--- src/rtl/mdu_pkg.sv ---
// Shared op and state encodings for the HI/LO multiply/divide unit.
package mdu_pkg;

  localparam logic [2:0] OP_MULT  = 3'd0;
  localparam logic [2:0] OP_MULTU = 3'd1;
  localparam logic [2:0] OP_DIV   = 3'd2;
  localparam logic [2:0] OP_DIVU  = 3'd3;
  localparam logic [2:0] OP_MTHI  = 3'd4;
  localparam logic [2:0] OP_MTLO  = 3'd5;
  // MADD/MSUB take one code each; the interface op_u bit selects MADDU/MSUBU.
  localparam logic [2:0] OP_MADD  = 3'd6;
  localparam logic [2:0] OP_MSUB  = 3'd7;

  typedef enum logic [1:0] {IDLE, MUL, DIV, FIX} state_e;

  typedef enum logic [1:0] {ACC_NONE, ACC_ADD, ACC_SUB} acc_e;

  function automatic logic op_signed(input logic [2:0] op, input logic op_u);
    case (op)
      OP_MULT, OP_DIV:  return 1'b1;
      OP_MADD, OP_MSUB: return ~op_u;
      default:          return 1'b0;
    endcase
  endfunction

endpackage

--- src/rtl/muldiv_unit_if.sv ---
// Issue/result bundle between the EX stage (master) and muldiv_unit (slave).
interface muldiv_unit_if #(
  parameter int WIDTH = 32
);
  logic             start;
  logic [2:0]       op;
  logic             op_u;
  logic [WIDTH-1:0] rs;
  logic [WIDTH-1:0] rt;
  logic             busy;
  logic             done;
  logic             div0;
  logic [WIDTH-1:0] hi;
  logic [WIDTH-1:0] lo;

  modport master (
    output start, op, op_u, rs, rt,
    input  busy, done, div0, hi, lo
  );

  modport slave (
    input  start, op, op_u, rs, rt,
    output busy, done, div0, hi, lo
  );
endinterface

--- src/rtl/mdu_divider.sv ---
// Iterative restoring unsigned divider: one quotient bit per i_step, WIDTH steps after i_load.
module mdu_divider #(
  parameter int WIDTH = 32
) (
  input  logic             CLK,
  input  logic             RST,
  input  logic             i_load,
  input  logic             i_step,
  input  logic [WIDTH-1:0] i_dividend,
  input  logic [WIDTH-1:0] i_divisor,
  output logic [WIDTH-1:0] o_quotient,
  output logic [WIDTH-1:0] o_remainder
);
  logic [WIDTH-1:0] r_quo;
  logic [WIDTH-1:0] r_rem;
  logic [WIDTH-1:0] r_dsr;
  logic [WIDTH:0]   w_trial;

  // r_quo doubles as the dividend shift register; its MSB feeds the partial remainder.
  assign w_trial = {r_rem, r_quo[WIDTH-1]} - {1'b0, r_dsr};

  always_ff @(posedge CLK) begin
    if (RST) begin
      r_quo <= '0;
      r_rem <= '0;
      r_dsr <= '0;
    end else if (i_load) begin
      r_quo <= i_dividend;
      r_rem <= '0;
      r_dsr <= i_divisor;
    end else if (i_step) begin
      if (!w_trial[WIDTH]) begin
        r_rem <= w_trial[WIDTH-1:0];
        r_quo <= {r_quo[WIDTH-2:0], 1'b1};
      end else begin
        r_rem <= {r_rem[WIDTH-2:0], r_quo[WIDTH-1]};
        r_quo <= {r_quo[WIDTH-2:0], 1'b0};
      end
    end
  end

  assign o_quotient  = r_quo;
  assign o_remainder = r_rem;
endmodule

--- src/rtl/muldiv_unit.sv ---
// Multi-cycle MULT/DIV engine owning the HI/LO pair. Define MULDIV_MADD_EN to add
// MADD/MADDU/MSUB/MSUBU (accumulate into {hi,lo}).
module muldiv_unit
  import mdu_pkg::*;
#(
  parameter int WIDTH      = 32,
  parameter int MUL_CYCLES = 1
) (
  input  logic         CLK,
  input  logic         RST,
  muldiv_unit_if.slave bus
);
  localparam int CNT_W = $clog2((WIDTH > MUL_CYCLES) ? WIDTH : MUL_CYCLES) + 1;
  localparam logic [CNT_W-1:0] MUL_LAST = CNT_W'(MUL_CYCLES - 1);
  localparam logic [CNT_W-1:0] DIV_LAST = CNT_W'(WIDTH - 1);

  state_e             r_state, w_state_next;
  logic [WIDTH-1:0]   r_hi, r_lo, w_hi_next, w_lo_next;
  logic               r_done, w_done_next, r_div0, w_div0_next;
  logic [CNT_W-1:0]   r_cnt, w_cnt_next;
  logic [WIDTH-1:0]   r_a, r_b;
  logic               r_sgn;
  acc_e               r_acc, w_acc_next;
  logic               w_latch, w_div_load, w_div_step, w_op_sgn;
  logic [WIDTH-1:0]   w_mag_a, w_mag_b, w_quo, w_rem, w_quo_fix, w_rem_fix;
  logic               w_neg_q, w_neg_r;
  logic [2*WIDTH-1:0] w_a_ext, w_b_ext, w_prod, w_mul_result;

  assign w_op_sgn = op_signed(bus.op, bus.op_u);
  assign w_mag_a  = (w_op_sgn && bus.rs[WIDTH-1]) ? -bus.rs : bus.rs;
  assign w_mag_b  = (w_op_sgn && bus.rt[WIDTH-1]) ? -bus.rt : bus.rt;

  mdu_divider #(.WIDTH(WIDTH)) u_div (
    .CLK         (CLK),
    .RST         (RST),
    .i_load      (w_div_load),
    .i_step      (w_div_step),
    .i_dividend  (w_mag_a),
    .i_divisor   (w_mag_b),
    .o_quotient  (w_quo),
    .o_remainder (w_rem)
  );

  // Signs come from the latched original operands; remainder follows the dividend.
  assign w_neg_q   = r_sgn & (r_a[WIDTH-1] ^ r_b[WIDTH-1]);
  assign w_neg_r   = r_sgn & r_a[WIDTH-1];
  assign w_quo_fix = w_neg_q ? -w_quo : w_quo;
  assign w_rem_fix = w_neg_r ? -w_rem : w_rem;

  // Product of registered operands; a multicycle path of MUL_CYCLES edges.
  assign w_a_ext = {{WIDTH{r_sgn & r_a[WIDTH-1]}}, r_a};
  assign w_b_ext = {{WIDTH{r_sgn & r_b[WIDTH-1]}}, r_b};
  assign w_prod  = w_a_ext * w_b_ext;

  always_comb begin
    w_mul_result = w_prod;
    case (r_acc)
      ACC_ADD: w_mul_result = {r_hi, r_lo} + w_prod;
      ACC_SUB: w_mul_result = {r_hi, r_lo} - w_prod;
      default: w_mul_result = w_prod;
    endcase
  end

  always_ff @(posedge CLK) begin
    if (RST) r_state <= IDLE;
    else     r_state <= w_state_next;
  end

  always_comb begin
    w_state_next = r_state;
    w_hi_next    = r_hi;
    w_lo_next    = r_lo;
    w_done_next  = 1'b0;
    w_div0_next  = 1'b0;
    w_cnt_next   = r_cnt;
    w_acc_next   = r_acc;
    w_latch      = 1'b0;
    w_div_load   = 1'b0;
    w_div_step   = 1'b0;
    case (r_state)
      IDLE: begin
        if (bus.start) begin
          case (bus.op)
            OP_MTHI: w_hi_next = bus.rs;
            OP_MTLO: w_lo_next = bus.rs;
            OP_MULT, OP_MULTU: begin
              w_latch      = 1'b1;
              w_acc_next   = ACC_NONE;
              w_cnt_next   = '0;
              w_state_next = MUL;
            end
`ifdef MULDIV_MADD_EN
            OP_MADD: begin
              w_latch      = 1'b1;
              w_acc_next   = ACC_ADD;
              w_cnt_next   = '0;
              w_state_next = MUL;
            end
            OP_MSUB: begin
              w_latch      = 1'b1;
              w_acc_next   = ACC_SUB;
              w_cnt_next   = '0;
              w_state_next = MUL;
            end
`endif
            OP_DIV, OP_DIVU: begin
              if (bus.rt == '0) begin
                w_done_next = 1'b1;
                w_div0_next = 1'b1;
              end else begin
                w_latch      = 1'b1;
                w_div_load   = 1'b1;
                w_cnt_next   = '0;
                w_state_next = DIV;
              end
            end
            default: ;
          endcase
        end
      end
      MUL: begin
        if (r_cnt == MUL_LAST) begin
          {w_hi_next, w_lo_next} = w_mul_result;
          w_done_next  = 1'b1;
          w_state_next = IDLE;
        end else begin
          w_cnt_next = r_cnt + 1'b1;
        end
      end
      DIV: begin
        w_div_step = 1'b1;
        if (r_cnt == DIV_LAST) w_state_next = FIX;
        else                   w_cnt_next   = r_cnt + 1'b1;
      end
      FIX: begin
        w_hi_next    = w_rem_fix;
        w_lo_next    = w_quo_fix;
        w_done_next  = 1'b1;
        w_state_next = IDLE;
      end
      default: w_state_next = IDLE;
    endcase
  end

  always_ff @(posedge CLK) begin
    if (RST) begin
      r_hi   <= '0;
      r_lo   <= '0;
      r_done <= 1'b0;
      r_div0 <= 1'b0;
      r_cnt  <= '0;
      r_a    <= '0;
      r_b    <= '0;
      r_sgn  <= 1'b0;
      r_acc  <= ACC_NONE;
    end else begin
      r_hi   <= w_hi_next;
      r_lo   <= w_lo_next;
      r_done <= w_done_next;
      r_div0 <= w_div0_next;
      r_cnt  <= w_cnt_next;
      r_acc  <= w_acc_next;
      if (w_latch) begin
        r_a   <= bus.rs;
        r_b   <= bus.rt;
        r_sgn <= w_op_sgn;
      end
    end
  end

  assign bus.busy = (r_state != IDLE);
  assign bus.done = r_done;
  assign bus.div0 = r_div0;
  assign bus.hi   = r_hi;
  assign bus.lo   = r_lo;
endmodule

--- src/flat_wrapper.sv ---
// flat-port wrapper written by rule: the top's interface ports become plain ports
module muldiv_unit_flat import mdu_pkg::*;
#(
  parameter int WIDTH      = 32,
  parameter int MUL_CYCLES = 1
)
  (CLK, RST, bus_start, bus_op, bus_op_u, bus_rs, bus_rt, bus_busy, bus_done, bus_div0, bus_hi, bus_lo);
  muldiv_unit_if #(.WIDTH(WIDTH)) bus_i ();
  input  logic CLK;
  input  logic RST;
  input wire logic [$bits(bus_i.start)-1:0] bus_start;
  input wire logic [$bits(bus_i.op)-1:0] bus_op;
  input wire logic [$bits(bus_i.op_u)-1:0] bus_op_u;
  input wire logic [$bits(bus_i.rs)-1:0] bus_rs;
  input wire logic [$bits(bus_i.rt)-1:0] bus_rt;
  output wire logic [$bits(bus_i.busy)-1:0] bus_busy;
  output wire logic [$bits(bus_i.done)-1:0] bus_done;
  output wire logic [$bits(bus_i.div0)-1:0] bus_div0;
  output wire logic [$bits(bus_i.hi)-1:0] bus_hi;
  output wire logic [$bits(bus_i.lo)-1:0] bus_lo;
  assign bus_i.start = bus_start;
  assign bus_i.op = bus_op;
  assign bus_i.op_u = bus_op_u;
  assign bus_i.rs = bus_rs;
  assign bus_i.rt = bus_rt;
  assign bus_busy = bus_i.busy;
  assign bus_done = bus_i.done;
  assign bus_div0 = bus_i.div0;
  assign bus_hi = bus_i.hi;
  assign bus_lo = bus_i.lo;
  muldiv_unit #(.WIDTH(WIDTH), .MUL_CYCLES(MUL_CYCLES)) u_core (.CLK(CLK), .RST(RST), .bus(bus_i));
endmodule
--- config.mk ---
export PLATFORM = sky130hd
export DESIGN_NAME = muldiv_unit_flat
export DESIGN_NICKNAME = d
export VERILOG_FILES = /design/src/rtl/mdu_pkg.sv /design/src/rtl/muldiv_unit_if.sv /design/src/rtl/mdu_divider.sv /design/src/rtl/muldiv_unit.sv /design/src/flat_wrapper.sv
export SDC_FILE = /design/constraint.sdc
export NUM_CORES = 2
export LEC_CHECK = 0
export CAP_MARGIN = 15
export CELL_PAD_IN_SITES_DETAIL_PLACEMENT = 1
export CELL_PAD_IN_SITES_GLOBAL_PLACEMENT = 1
export CORE_MARGIN = 5
export CORE_UTILIZATION = 51
export CTS_CLUSTER_DIAMETER = 30
export DETAILED_ROUTE_END_ITERATION = 8
export PLACE_DENSITY_LB_ADDON = 0.1
export SLEW_MARGIN = 15
export SYNTH_ARGS = -nofsm -noshare
export SYNTH_HDL_FRONTEND = slang
export SYNTH_SLANG_ARGS = --single-unit
--- constraint.sdc ---
create_clock -name CLK -period 10.6 [get_ports CLK]
set_clock_uncertainty 0.1 [all_clocks]
set_input_delay 2.12 -clock CLK [delete_from_list [all_inputs] [get_ports CLK]]
set_output_delay 2.12 -clock CLK [all_outputs]
set_load 0.01 [all_outputs]
==> summary.md <==
| Metric | Value |
|---|---|
| Status | completed |
| Synth Warn # | 0 |
| Crit end category | flip-flop |
| Worst hold path startpoint | u_core.r_b[28] |
| Setup TNS | 0 ps |
| P_sw | 2640 uW |
| Aggregate global routing overflow | 0 |
| Seq pwr share | 20.4% |
| Final Critical Period | 9140 ps |
| CTS tree | yes |
| Place WS | 1570 ps |
| Worst-Margin Slew | 1240 ps |
| Worst EP arrival | 9500 ps |
| Number of synthesized register bits | 235 |
| Synthesized area | 52000 um^2 |
| Sw Share | 41.9% |
| Worst Setup SP | u_core.r_b[19] |
| Synth Flop Type | dfxtp_1 |
| # setup viols final | 0 |
| Die Span Y | 329 um |
| CP dominant cell by count | fa_1 |
| Met1 Use GR | 40.3% |
| Critical path class | reg2reg |
| Final WL | 175000 um |
| Initial antenna violation count | 9 |
| Post_cts resized | 0 |
| DR pass1 iterations | 7 |
| Post-synthesis async set-or-reset flop share | 0% |
| GRT Overall Usage | 32.9% |
| Die W | 329 um |
| Hold crit path type | reg2reg |
| Number of port buffers | 137 |
| Most frequent cells in the layout | inv_1 (1198), fa_1 (1126), nand2_1 (949), and2_1 (357), ha_1 (252) |
| Internal power | 3670 uW |
| Comb pwr share | 42.4% |
| CTS Root Cell | clkbuf_16 |
| Sink Count | 235 |
| WL per Instance | 23.6 um |
| Antenna viol nets, final | 0 |
| Syn_nets | 7480 |
| Fin. max-slew vios | 0 |
| Area share of the leading cell type in the synthesized netlist | 43.3% |
| Initial drt markers | 2810 |
| Die area | 109000 um^2 |
| Share of post-route cells with drive strength above 1 | 4.39% |
| Final setup margin | 1460 ps |
| GPL Wtd Cong | 0.942 |
| First-pass GRT wire length | 275000 um |
| Hold Buf Count CTS | 0 |
| Boundary Pins | 138 |
| Row count | 117 |
| Largest net degree at the start of global routing | 97 |
| Clk slew on worst S/H paths | 50 ps |
| Fmax | 0.109 GHz |
| DRC Markers | 0 |
| Total power | 6310 uW |
| Grt met3 use | 3.57% |
| CP max-delay cell | dfxtp_1 |
| Synth area leader | fa_1 |
| Initial core utilization | 51.2% |
| Total CTS buffers | 78 |
| Setup Fix Bufs, Post-CTS | 0 |
| Area Growth Syn to Fin | 9.95% |
| Post-synth cell types | 77 |
| Commonest non-fill, non-tap cell in the layout | inv_1 |
| Detailed-route via count | 42368 |
| Vias in the first global route | 47815 |
| Most used routing layer | met2 |
| Core ar. | 102000 um^2 |
| Worst vdd ir | 0.000178 V |
| Total Nets Final | 7426 |
| Max-Cap Viols | 0 |
| Delay of the slowest cell on the worst path | 1110 ps |
| Htree depth | 3 |
| Synth area leaders | fa_1 (43%), dfxtp_1 (9.0%), inv_1 (8.6%) |
| Met2 usage | 58.3% |
| Flop-to-flop setup slack | 1460 ps |
| RSZ-0062 raised after global routing | false |
| Tcrit/Tclk final | 86.2% |
| Max Buffers Root-to-Sink | 3 |
| Cells after Synth | 6028 |
| Fin. Hold Viols | 0 |
| Number of synthesized flops with an enable pin | 0 |
| Slew Limit Headroom | 17.5% |
| Crit-path max FO | 20 |
| Worst-skew pair later-pin latency | 620 ps |
| Clock Power Share | 37.2% |
| Syn avg cell area | 8.63 um^2 |
| Worst setup SP type | flip-flop |
| Drt via density | 5.72 |
| Worst EP required | 10960 ps |
| Lkg Pwr | 0.0268 uW |
| Crit Reg-Reg Startpoint | u_core.r_b[19] |
| PwrDens | 110 nW/um^2 |
| Sequential area share after synthesis | 9.04% |
| Post-DP HPWL | 142000 um |
-- state kept, by name, indices dropped and copies added, names as in the netlist --
register,flops
u_core.bus.hi,32
u_core.bus.lo,32
u_core.r_a,32
u_core.r_b,32
u_core.u_div.o_quotient,32
u_core.u_div.o_remainder,32
u_core.u_div.r_dsr,32
u_core.r_cnt,6
u_core.r_state,2
u_core.bus.div0,1
u_core.bus.done,1
u_core.r_sgn,1
-- kinds of logic (layout without fill, tap and decap cells) --
kind of cell | Yosys count | in the layout | share of synthesized area, %
buffers and inverters | 1568 | 1575 | 11.4
and+or+nand+nor | 1839 | 1839 | 16.3
muxes | 60 | 60 | 1.16
AOI/OAI and AO/OA | 730 | 730 | 9.12
xor gates and xnor gates | 215 | 215 | 3.62
other | 0 | 1 | 0
adders and majority gates | 1381 | 1381 | 49.5
DFF | 235 | 235 | 9.04
-- final cells by class --
type / count / area, um^2
fill: 11936 / 44400
multi-input combinational: 4225 / 41500
sequential: 235 / 4710
inverter: 1198 / 4500
clock buffer: 106 / 2170
timing repair buffer: 236 / 2170
tap: 1368 / 1710
clock inverter: 35 / 484
antenna: 1 / 2.50
-- metal layers --
layer / wire length [um] / vias up
met5: 22 / -
met4: 9890 / 4
met3: 8900 / 425
met2: 88700 / 1341
met1: 67000 / 22311
li1: - / 18287
-- power groups by stage --
| stage | sequential (uW) | combinational, uW | clock, uW |
|---|---|---|---|
| global route | 1300 | 2910 | 2420 |
| finish | 1290 | 2680 | 2350 |
| floorplan | 1170 | 1710 | 0 |
| detailed placement | 1290 | 2640 | 0 |
| global placement | 1290 | 2570 | 0 |
| CTS | 1280 | 2670 | 2370 |
-- synth_stat cells, drive strengths merged (15+ instances only) --
cell	number
mux2i	58
buf	18
nand2b	17
a21oi	249
and2	358
nand4	17
xor2	77
nor2	249
o31ai	35
xnor2	138
a21o	39
nor3	65
a221o	22
nor4	20
fa	1126
dfxtp	235
nand2	950
nor2b	19
clkbuf	352
a31oi	23
nand3	46
ha	255
o21bai	15
inv	1198
a221oi	22
o21ai	123
a211oi	90
and3	39
-- path summary, 6_finish.rpt --
check                                    endpoint  cells after the start
worst max-delay path            u_core.bus.hi[31]                     28
worst min-delay path               u_core.r_b[28]                      2
worst max register to register  u_core.bus.hi[31]                     28
worst min register to register     u_core.r_b[28]                      2
-- worst max-delay path, delay by kind of cell (launching register included) --
family,cells,cell delay [ps]
AOI/OAI and AO/OA,6,1620
xor gates and xnor gates,1,160
adders and majority gates,9,4470
buffers and inverters,8,610
DFF,1,1110
and+or+nand+nor,4,820
-- stage by stage --
stage | instance area (um^2) | cells | util [%] | hold WS [ps]
2_1_floorplan | 52000 | 6028 | - | 332
3_3_place_gp | 54600 | 7262 | 53.7 | 341
3_5_place_dp | 54600 | 7262 | 53.7 | 351
4_1_cts | 57200 | 7403 | 56.3 | 357
5_1_grt | 57200 | 7404 | 56.3 | 392
6_report | 57200 | 7404 | 56.3 | 358
(Power assumes the default switching activity.)
